File: config.mk
export PLATFORM = sky130hd
export DESIGN_NAME = tm1638_key_reader
export DESIGN_NICKNAME = d
export VERILOG_FILES = /design/src/rtl/tm1638_pkg.sv /design/src/rtl/tm1638_bit_timer.sv /design/src/rtl/tm1638_key_reader.sv
export SDC_FILE = /design/constraint.sdc
export NUM_CORES = 1
export LEC_CHECK = 0
export CAP_MARGIN = 20
export CORE_MARGIN = 2
export CORE_UTILIZATION = 60
export DETAILED_ROUTE_END_ITERATION = 8
export DONT_BUFFER_PORTS = 1
export PLACE_DENSITY = 0.76
export SETUP_SLACK_MARGIN = 0.05
export SLEW_MARGIN = 0
export SYNTH_ARGS = -nofsm -noshare
export SYNTH_HDL_FRONTEND = slang
export SYNTH_HIERARCHICAL = 1
export SYNTH_SLANG_ARGS = --single-unit
File: constraint.sdc
create_clock -name clk_1mhz -period 4 [get_ports clk_1mhz]
set_clock_uncertainty 0.2 [all_clocks]
set_input_delay 0.8 -clock clk_1mhz [delete_from_list [all_inputs] [get_ports clk_1mhz]]
set_output_delay 0.8 -clock clk_1mhz [all_outputs]
set_load 0.1 [all_outputs]
File: src/rtl/tm1638_pkg.sv
// tm1638_pkg: command bytes, FSM state encoding and key-position helpers shared by the TM1638 reader and writer.
// Latency: n/a (types, constants and pure functions only).
// Backpressure: n/a.
package tm1638_pkg;

    localparam logic [7:0] CMD_READ_KEYS  = 8'h42;
    localparam logic [7:0] CMD_WRITE_AUTO = 8'h40;
    localparam logic [7:0] CMD_DISP_ON    = 8'h8F;

    localparam int unsigned CMD_BITS = 8;
    localparam int unsigned KEY_BITS = 32;
    localparam int unsigned NUM_KEYS = 8;

    typedef enum logic [2:0] {
        ST_IDLE      = 3'd0,
        ST_STB_SETUP = 3'd1,
        ST_CMD       = 3'd2,
        ST_WAIT      = 3'd3,
        ST_READ      = 3'd4,
        ST_STB_END   = 3'd5
    } tm_state_e;

    // Key i lives in bit 0 (keys 0-3) or bit 4 (keys 4-7) of scan byte i%4.
    function automatic int unsigned key_map(input int unsigned i);
        return ((i % 4) * 8) + ((i / 4) * 4);
    endfunction

    // Pulls the eight meaningful bits out of the 32-bit raw scan.
    function automatic logic [7:0] decode_keys(input logic [31:0] raw);
        logic [7:0] k;
        k = '0;
        for (int unsigned i = 0; i < NUM_KEYS; i++) begin
            k[3'(i)] = raw[5'(key_map(i))];
        end
        return k;
    endfunction

endpackage

File: src/rtl/tm1638_bit_timer.sv
// tm1638_bit_timer: HALF_CYC divider producing the serial clock level plus fall/rise/bit-end strobes.
// Latency: strobes are combinational from the counter; fall/rise flag the cycle whose end edge moves a registered CLK.
// Backpressure: none; counts only while run=1 and parks at the start of a low half when run=0.
module tm1638_bit_timer
    import tm1638_pkg::*;
#(
    parameter int unsigned HALF_CYC = 1
) (
    input  logic clk_1mhz,
    input  logic rst_n,
    input  logic run,
    output logic clk_level,
    output logic clk_fall,
    output logic clk_rise,
    output logic bit_done
);

    localparam int unsigned CW = (HALF_CYC > 1) ? $clog2(HALF_CYC) : 1;
    localparam logic [CW-1:0] HALF_LAST = CW'(HALF_CYC - 1);

    logic [CW-1:0] cnt_q, cnt_d;
    logic          phase_q, phase_d;
    logic          half_end;

    assign half_end = (cnt_q == HALF_LAST);

    // Half-period counter: reloads and flips the CLK phase at the end of every half.
    always_comb begin
        cnt_d   = cnt_q;
        phase_d = phase_q;
        if (!run) begin
            cnt_d   = '0;
            phase_d = 1'b0;
        end else if (half_end) begin
            cnt_d   = '0;
            phase_d = ~phase_q;
        end else begin
            cnt_d = cnt_q + CW'(1);
        end
    end

    // Counter and phase state.
    always_ff @(posedge clk_1mhz or negedge rst_n) begin
        if (!rst_n) begin
            cnt_q   <= '0;
            phase_q <= 1'b0;
        end else begin
            cnt_q   <= cnt_d;
            phase_q <= phase_d;
        end
    end

    assign clk_level = phase_q;
    assign clk_fall  = run & ~phase_q & (cnt_q == '0);
    assign clk_rise  = run &  phase_q & (cnt_q == '0);
    assign bit_done  = run &  phase_q & half_end;

endmodule

File: src/rtl/tm1638_key_reader.sv
// tm1638_key_reader: issues key-scan command 0x42, clocks in 32 DIO bits and decodes them to 8 keys.
// Latency: done pulses 2 + 80*HALF_CYC + TWAIT_CYC cycles after start is accepted; pad outputs are registered.
// Backpressure: start taken only in IDLE with busy low; requests while busy are dropped, never queued.
// Option: define TM1638_KEY_DEBOUNCE_EN to publish keys only when two consecutive scans decode identically.
module tm1638_key_reader
    import tm1638_pkg::*;
#(
    parameter int unsigned HALF_CYC  = 1,
    parameter int unsigned TWAIT_CYC = 2
) (
    input  logic        clk_1mhz,
    input  logic        rst_n,
    input  logic        start,
    output logic        busy,
    output logic        done,
    output logic        tm_stb,
    output logic        tm_clk,
    output logic        tm_dio_out,
    output logic        tm_dio_oe,
    input  logic        tm_dio_in,
    output logic [31:0] key_raw,
    output logic [7:0]  keys,
    output logic        key_change
);

    localparam int unsigned   WW        = (TWAIT_CYC > 1) ? $clog2(TWAIT_CYC) : 1;
    localparam logic [4:0]    CMD_LAST  = 5'(CMD_BITS - 1);
    localparam logic [4:0]    READ_LAST = 5'(KEY_BITS - 1);
    localparam logic [WW-1:0] WAIT_LAST = WW'(TWAIT_CYC - 1);

    tm_state_e     state_q, state_d;
    logic [4:0]    bit_cnt_q, bit_cnt_d;
    logic [WW-1:0] wait_cnt_q, wait_cnt_d;
    logic [31:0]   shift_q;

    logic stb_q, stb_d;
    logic sclk_q, sclk_d;
    logic dout_q, dout_d;
    logic oe_q, oe_d;

    logic        busy_q, done_q, key_change_q;
    logic [31:0] key_raw_q;
    logic [7:0]  keys_q;
    logic [7:0]  decoded;
    logic        publish;

    logic run, clk_level, clk_fall, clk_rise, bit_done;

    assign run     = (state_q == ST_CMD) || (state_q == ST_READ);
    assign decoded = decode_keys(shift_q);

    tm1638_bit_timer #(
        .HALF_CYC (HALF_CYC)
    ) u_bit_timer (
        .clk_1mhz  (clk_1mhz),
        .rst_n     (rst_n),
        .run       (run),
        .clk_level (clk_level),
        .clk_fall  (clk_fall),
        .clk_rise  (clk_rise),
        .bit_done  (bit_done)
    );

    // Next state, bit/wait counters and the pad levels to register for the next cycle.
    always_comb begin
        state_d    = state_q;
        bit_cnt_d  = bit_cnt_q;
        wait_cnt_d = wait_cnt_q;
        stb_d      = 1'b1;
        sclk_d     = 1'b1;
        oe_d       = 1'b0;
        dout_d     = 1'b1;
        case (state_q)
            ST_IDLE: begin
                if (start && !busy_q) begin
                    state_d = ST_STB_SETUP;
                end
            end
            ST_STB_SETUP: begin
                stb_d     = 1'b0;
                oe_d      = 1'b1;
                bit_cnt_d = '0;
                state_d   = ST_CMD;
            end
            ST_CMD: begin
                stb_d  = 1'b0;
                oe_d   = 1'b1;
                sclk_d = clk_level;
                // Data only moves together with the falling CLK edge, held otherwise.
                dout_d = clk_fall ? CMD_READ_KEYS[bit_cnt_q[2:0]] : dout_q;
                if (bit_done) begin
                    if (bit_cnt_q == CMD_LAST) begin
                        bit_cnt_d  = '0;
                        wait_cnt_d = '0;
                        state_d    = ST_WAIT;
                    end else begin
                        bit_cnt_d = bit_cnt_q + 5'd1;
                    end
                end
            end
            ST_WAIT: begin
                stb_d = 1'b0;
                if (wait_cnt_q == WAIT_LAST) begin
                    bit_cnt_d = '0;
                    state_d   = ST_READ;
                end else begin
                    wait_cnt_d = wait_cnt_q + WW'(1);
                end
            end
            ST_READ: begin
                stb_d  = 1'b0;
                sclk_d = clk_level;
                if (bit_done) begin
                    if (bit_cnt_q == READ_LAST) begin
                        bit_cnt_d = '0;
                        state_d   = ST_STB_END;
                    end else begin
                        bit_cnt_d = bit_cnt_q + 5'd1;
                    end
                end
            end
            ST_STB_END: begin
                state_d = ST_IDLE;
            end
            default: begin
                state_d = ST_IDLE;
            end
        endcase
    end

    // FSM state and counters.
    always_ff @(posedge clk_1mhz or negedge rst_n) begin
        if (!rst_n) begin
            state_q    <= ST_IDLE;
            bit_cnt_q  <= '0;
            wait_cnt_q <= '0;
        end else begin
            state_q    <= state_d;
            bit_cnt_q  <= bit_cnt_d;
            wait_cnt_q <= wait_cnt_d;
        end
    end

    // Registered pad outputs so STB/CLK/DIO never glitch; busy/done follow the state one cycle later.
    always_ff @(posedge clk_1mhz or negedge rst_n) begin
        if (!rst_n) begin
            stb_q  <= 1'b1;
            sclk_q <= 1'b1;
            oe_q   <= 1'b0;
            dout_q <= 1'b1;
            busy_q <= 1'b0;
            done_q <= 1'b0;
        end else begin
            stb_q  <= stb_d;
            sclk_q <= sclk_d;
            oe_q   <= oe_d;
            dout_q <= dout_d;
            busy_q <= (state_q != ST_IDLE);
            done_q <= (state_q == ST_STB_END);
        end
    end

    // Sample DIO on the edge where the registered CLK rises; first bit ends up in shift_q[0].
    always_ff @(posedge clk_1mhz or negedge rst_n) begin
        if (!rst_n) begin
            shift_q <= '0;
        end else if ((state_q == ST_READ) && clk_rise) begin
            shift_q <= {tm_dio_in, shift_q[31:1]};
        end
    end

`ifdef TM1638_KEY_DEBOUNCE_EN
    logic [7:0] cand_q;

    assign publish = (decoded == cand_q);

    // Remember each completed scan so the next one can confirm it.
    always_ff @(posedge clk_1mhz or negedge rst_n) begin
        if (!rst_n) begin
            cand_q <= '0;
        end else if (state_q == ST_STB_END) begin
            cand_q <= decoded;
        end
    end
`else
    assign publish = 1'b1;
`endif

    // Publish scan results: raw bytes every scan, keys when accepted, change pulse only on a real difference.
    always_ff @(posedge clk_1mhz or negedge rst_n) begin
        if (!rst_n) begin
            key_raw_q    <= '0;
            keys_q       <= '0;
            key_change_q <= 1'b0;
        end else begin
            key_change_q <= 1'b0;
            if (state_q == ST_STB_END) begin
                key_raw_q <= shift_q;
                if (publish) begin
                    keys_q       <= decoded;
                    key_change_q <= (decoded != keys_q);
                end
            end
        end
    end

    assign busy       = busy_q;
    assign done       = done_q;
    assign tm_stb     = stb_q;
    assign tm_clk     = sclk_q;
    assign tm_dio_out = dout_q;
    assign tm_dio_oe  = oe_q;
    assign key_raw    = key_raw_q;
    assign keys       = keys_q;
    assign key_change = key_change_q;

endmodule

==> results.md <==
- Status: finished clean
- Die ar.: 6580 µm²
- HPWL Detailed: 3.49 mm
- Final WL: 5.52 mm
- DR WL/cell: 17.6 µm
- I/O Pins: 51
- Count of cell types in the netlist: 45
- Clock Tree Buf Depth: 2
- Layout cell share with drive strength beyond 1: 30.5%
- Synthesized area per cell: 14.8 µm²
- Count of pins over their slew limit: 0
- CP endpoint kind: register
- First-pass GRT wire length: 8.85 mm
- Critical path data arrival time: 2.57 ns
- Die width: 81.1 µm
- Required time worst endpoint: 4.02 ns
- Final setup TNS: 0 ns
- Max IR drop VDD: 0.216 mV
- Vias in the first global route: 1819
- Final period util: 63.7%
- Initial antenna violation count: 0
- Synth area leaders: dfrtp_1 55%, mux2_4 12%, mux2_1 9.5%, buf_4 2.7%, dfstp_2 2.2%
- Synthesized Nets: 250
- Cts repair resizes: 0
- Clock Latency Late Sink: 0.34 ns
- Grt ovf: 0
- Final Critical Period: 2.55 ns
- CTS Sinks: 81
- Final setup fails: 0
- Achievable clock frequency: 0.392 GHz
- Main synth FF type: dfrtp_1
- DRT Pass-1 Iters: 4
- Nets: 243
- CP Class: register to register
- Clock root buffer: clkbuf_8
- P_leak: 1.90 nW
- # port buffers: 0
- Initial Utilization: 61.0%
- Most common cell in the netlist: dfrtp_1
- Overall Global Routing Usage: 18.3%
- Post-synthesis sequential area ratio: 56.9%
- Final core occ: 63.5%
- TritonCTS buffer count: 9
- RR Startpoint: state_q[2]
- Post-synthesis register bit count: 81
- Post-synth EDFFs: 0
- FF-to-FF path depth: 6
- Die H: 81.1 µm
- Clock transition at the registers of the reported paths: 0.08 ns
- Vias per inst: 5.71
- Core area: 5850 µm²
- Post-synth top cells: 78 x dfrtp_1, 30 x mux2_1, 28 x mux2_4, 13 x buf_4, 8 x xor2_1
- Post-CTS Setup Bufs: 0
- TritonCTS clock tree: yes
- Area of the mapped netlist: 3570 µm²
- Total power: 1.36 mW
- Synth warn: 6
- Worst Setup Start Kind: register
- Via count: 1793
- Synth top area share: 54.7%
- Max Cap Viol: 0
- RSZ-0062 raised after global routing: no
- Placed cell area: 3520 µm²
- Worst slew pin tran: 1.10 ns
- Area leader, netlist: dfrtp_1
- Critical path startpoint: state_q[2]
- Design area: 3710 µm²
- Relative slew slack: 27.0%
- DRC: 0
- Flop2flop setup slack: 1.45 ns
- Ant. Diodes: 0
- Worst Path Max Fanout: 32
- Hold WC Path Type: input port to async pin
- Layout area overhead: 4.03%
- Initial drt markers: 77
- Largest net degree at the start of global routing: 79
- Asr flop ratio synth: 100%
- R2r endpoint: shift_q[0]
- Detail Route Antenna Nets: 0
- Mapped Cells: 242
- Row Count: 28
- Routability cong.: 0.821
- Final hold vios: 0
- H-tree levels: 3
- Pwr/cell area: 367 nW/µm²
## layout make-up
type | count | area [µm²]
fillers | 436 | 2140
well taps | 75 | 93.8
clock inverters | 3 | 17.5
flip-flops and latches | 81 | 2040
multi-input cells | 137 | 1370
clock buffers | 12 | 145
inverters | 4 | 15.0
repair buffers | 2 | 35.0
## timing repair
action / in CTS / in global routing
hold buffers: 1 / 0
hold endpoints to repair: 78 / 0
endpoints found under the setup margin: 0 / 0
## routing by layer
metal | up-vias | share of wire [%] | GRT usage [%]
li1 | 828 | - | -
met3 | 5 | 3.6 | 6.00
met4 | 0 | 0.87 | 8.14
met5 | - | 0 | 0
met2 | 33 | 49 | 28.8
met1 | 927 | 47 | 23.3
## cell usage in the layout, fill, tap and decap left out, types with 4 or more instances in the layout
| cell | count |
|---|---|
| clkbuf_8 | 10 |
| dfrtp_1 | 70 |
| dfrtp_2 | 8 |
| ha_1 | 4 |
| mux2_1 | 30 |
| mux2_2 | 6 |
| mux2_4 | 28 |
| nand2_1 | 6 |
| nand2b_1 | 4 |
| nand3_1 | 5 |
| o21ai_0 | 5 |
| xor2_1 | 8 |
## report_power, final
group	total, mW	switching (mW)	internal, mW
logic	0.0251	0.0169	0.00814
registers	0.833	0.00655	0.826
clock network	0.507	0.270	0.237
total	1.36	0.293	1.07
## worst max-delay path, stage by stage (launching register included)
cell and delay (ns):
dfrtp_1 0.51, nand2b_1 0.31, a21oi_1 0.26, and2_2 0.23, and3_1 0.16, buf_4 0.36, mux2_2 0.38
## state kept, by name (all words and copies together) (netlist names)
register and flops:
tm_dio_out 1, key_raw 32, state_q 3, bit_cnt_q 5, wait_cnt_q 1, done 1, tm_clk 1, shift_q 32
tm_stb 1, key_change 1, u_bit_timer/clk_level 1, tm_dio_oe 1, busy 1
## through the flow
step	hold slack, ns	instances	setup slack, ns
2_1_floorplan	0.243	242	1.63
3_3_place_gp	0.297	298	1.56
3_5_place_dp	0.296	298	1.48
4_1_cts	0.0716	314	1.46
5_1_grt	0.0637	314	1.30
6_report	0.0970	314	1.45
## cells by family after synthesis
kind of cell	after synthesis	synth area share (%)
AOI/OAI and AO/OA	22	4.56
xor gates and xnor gates	9	2.21
adders and majority gates	4	1.40
buffers and inverters	24	4.83
DFF	81	56.9
muxes	65	23.4
and+or+nand+nor	37	6.73
## worst max-delay path by stage
stage / to / slack [ns] / cells past startpoint
3_3_place_gp: shift_q[1] / 1.56 / 6
3_5_place_dp: shift_q[0] / 1.48 / 6
4_1_cts: shift_q[0] / 1.46 / 6
5_1_grt: shift_q[3] / 1.30 / 6
6_report: shift_q[0] / 1.45 / 6
2_1_floorplan: keys[0] / 1.63 / 1
Power figures use the tool's default switching activity.
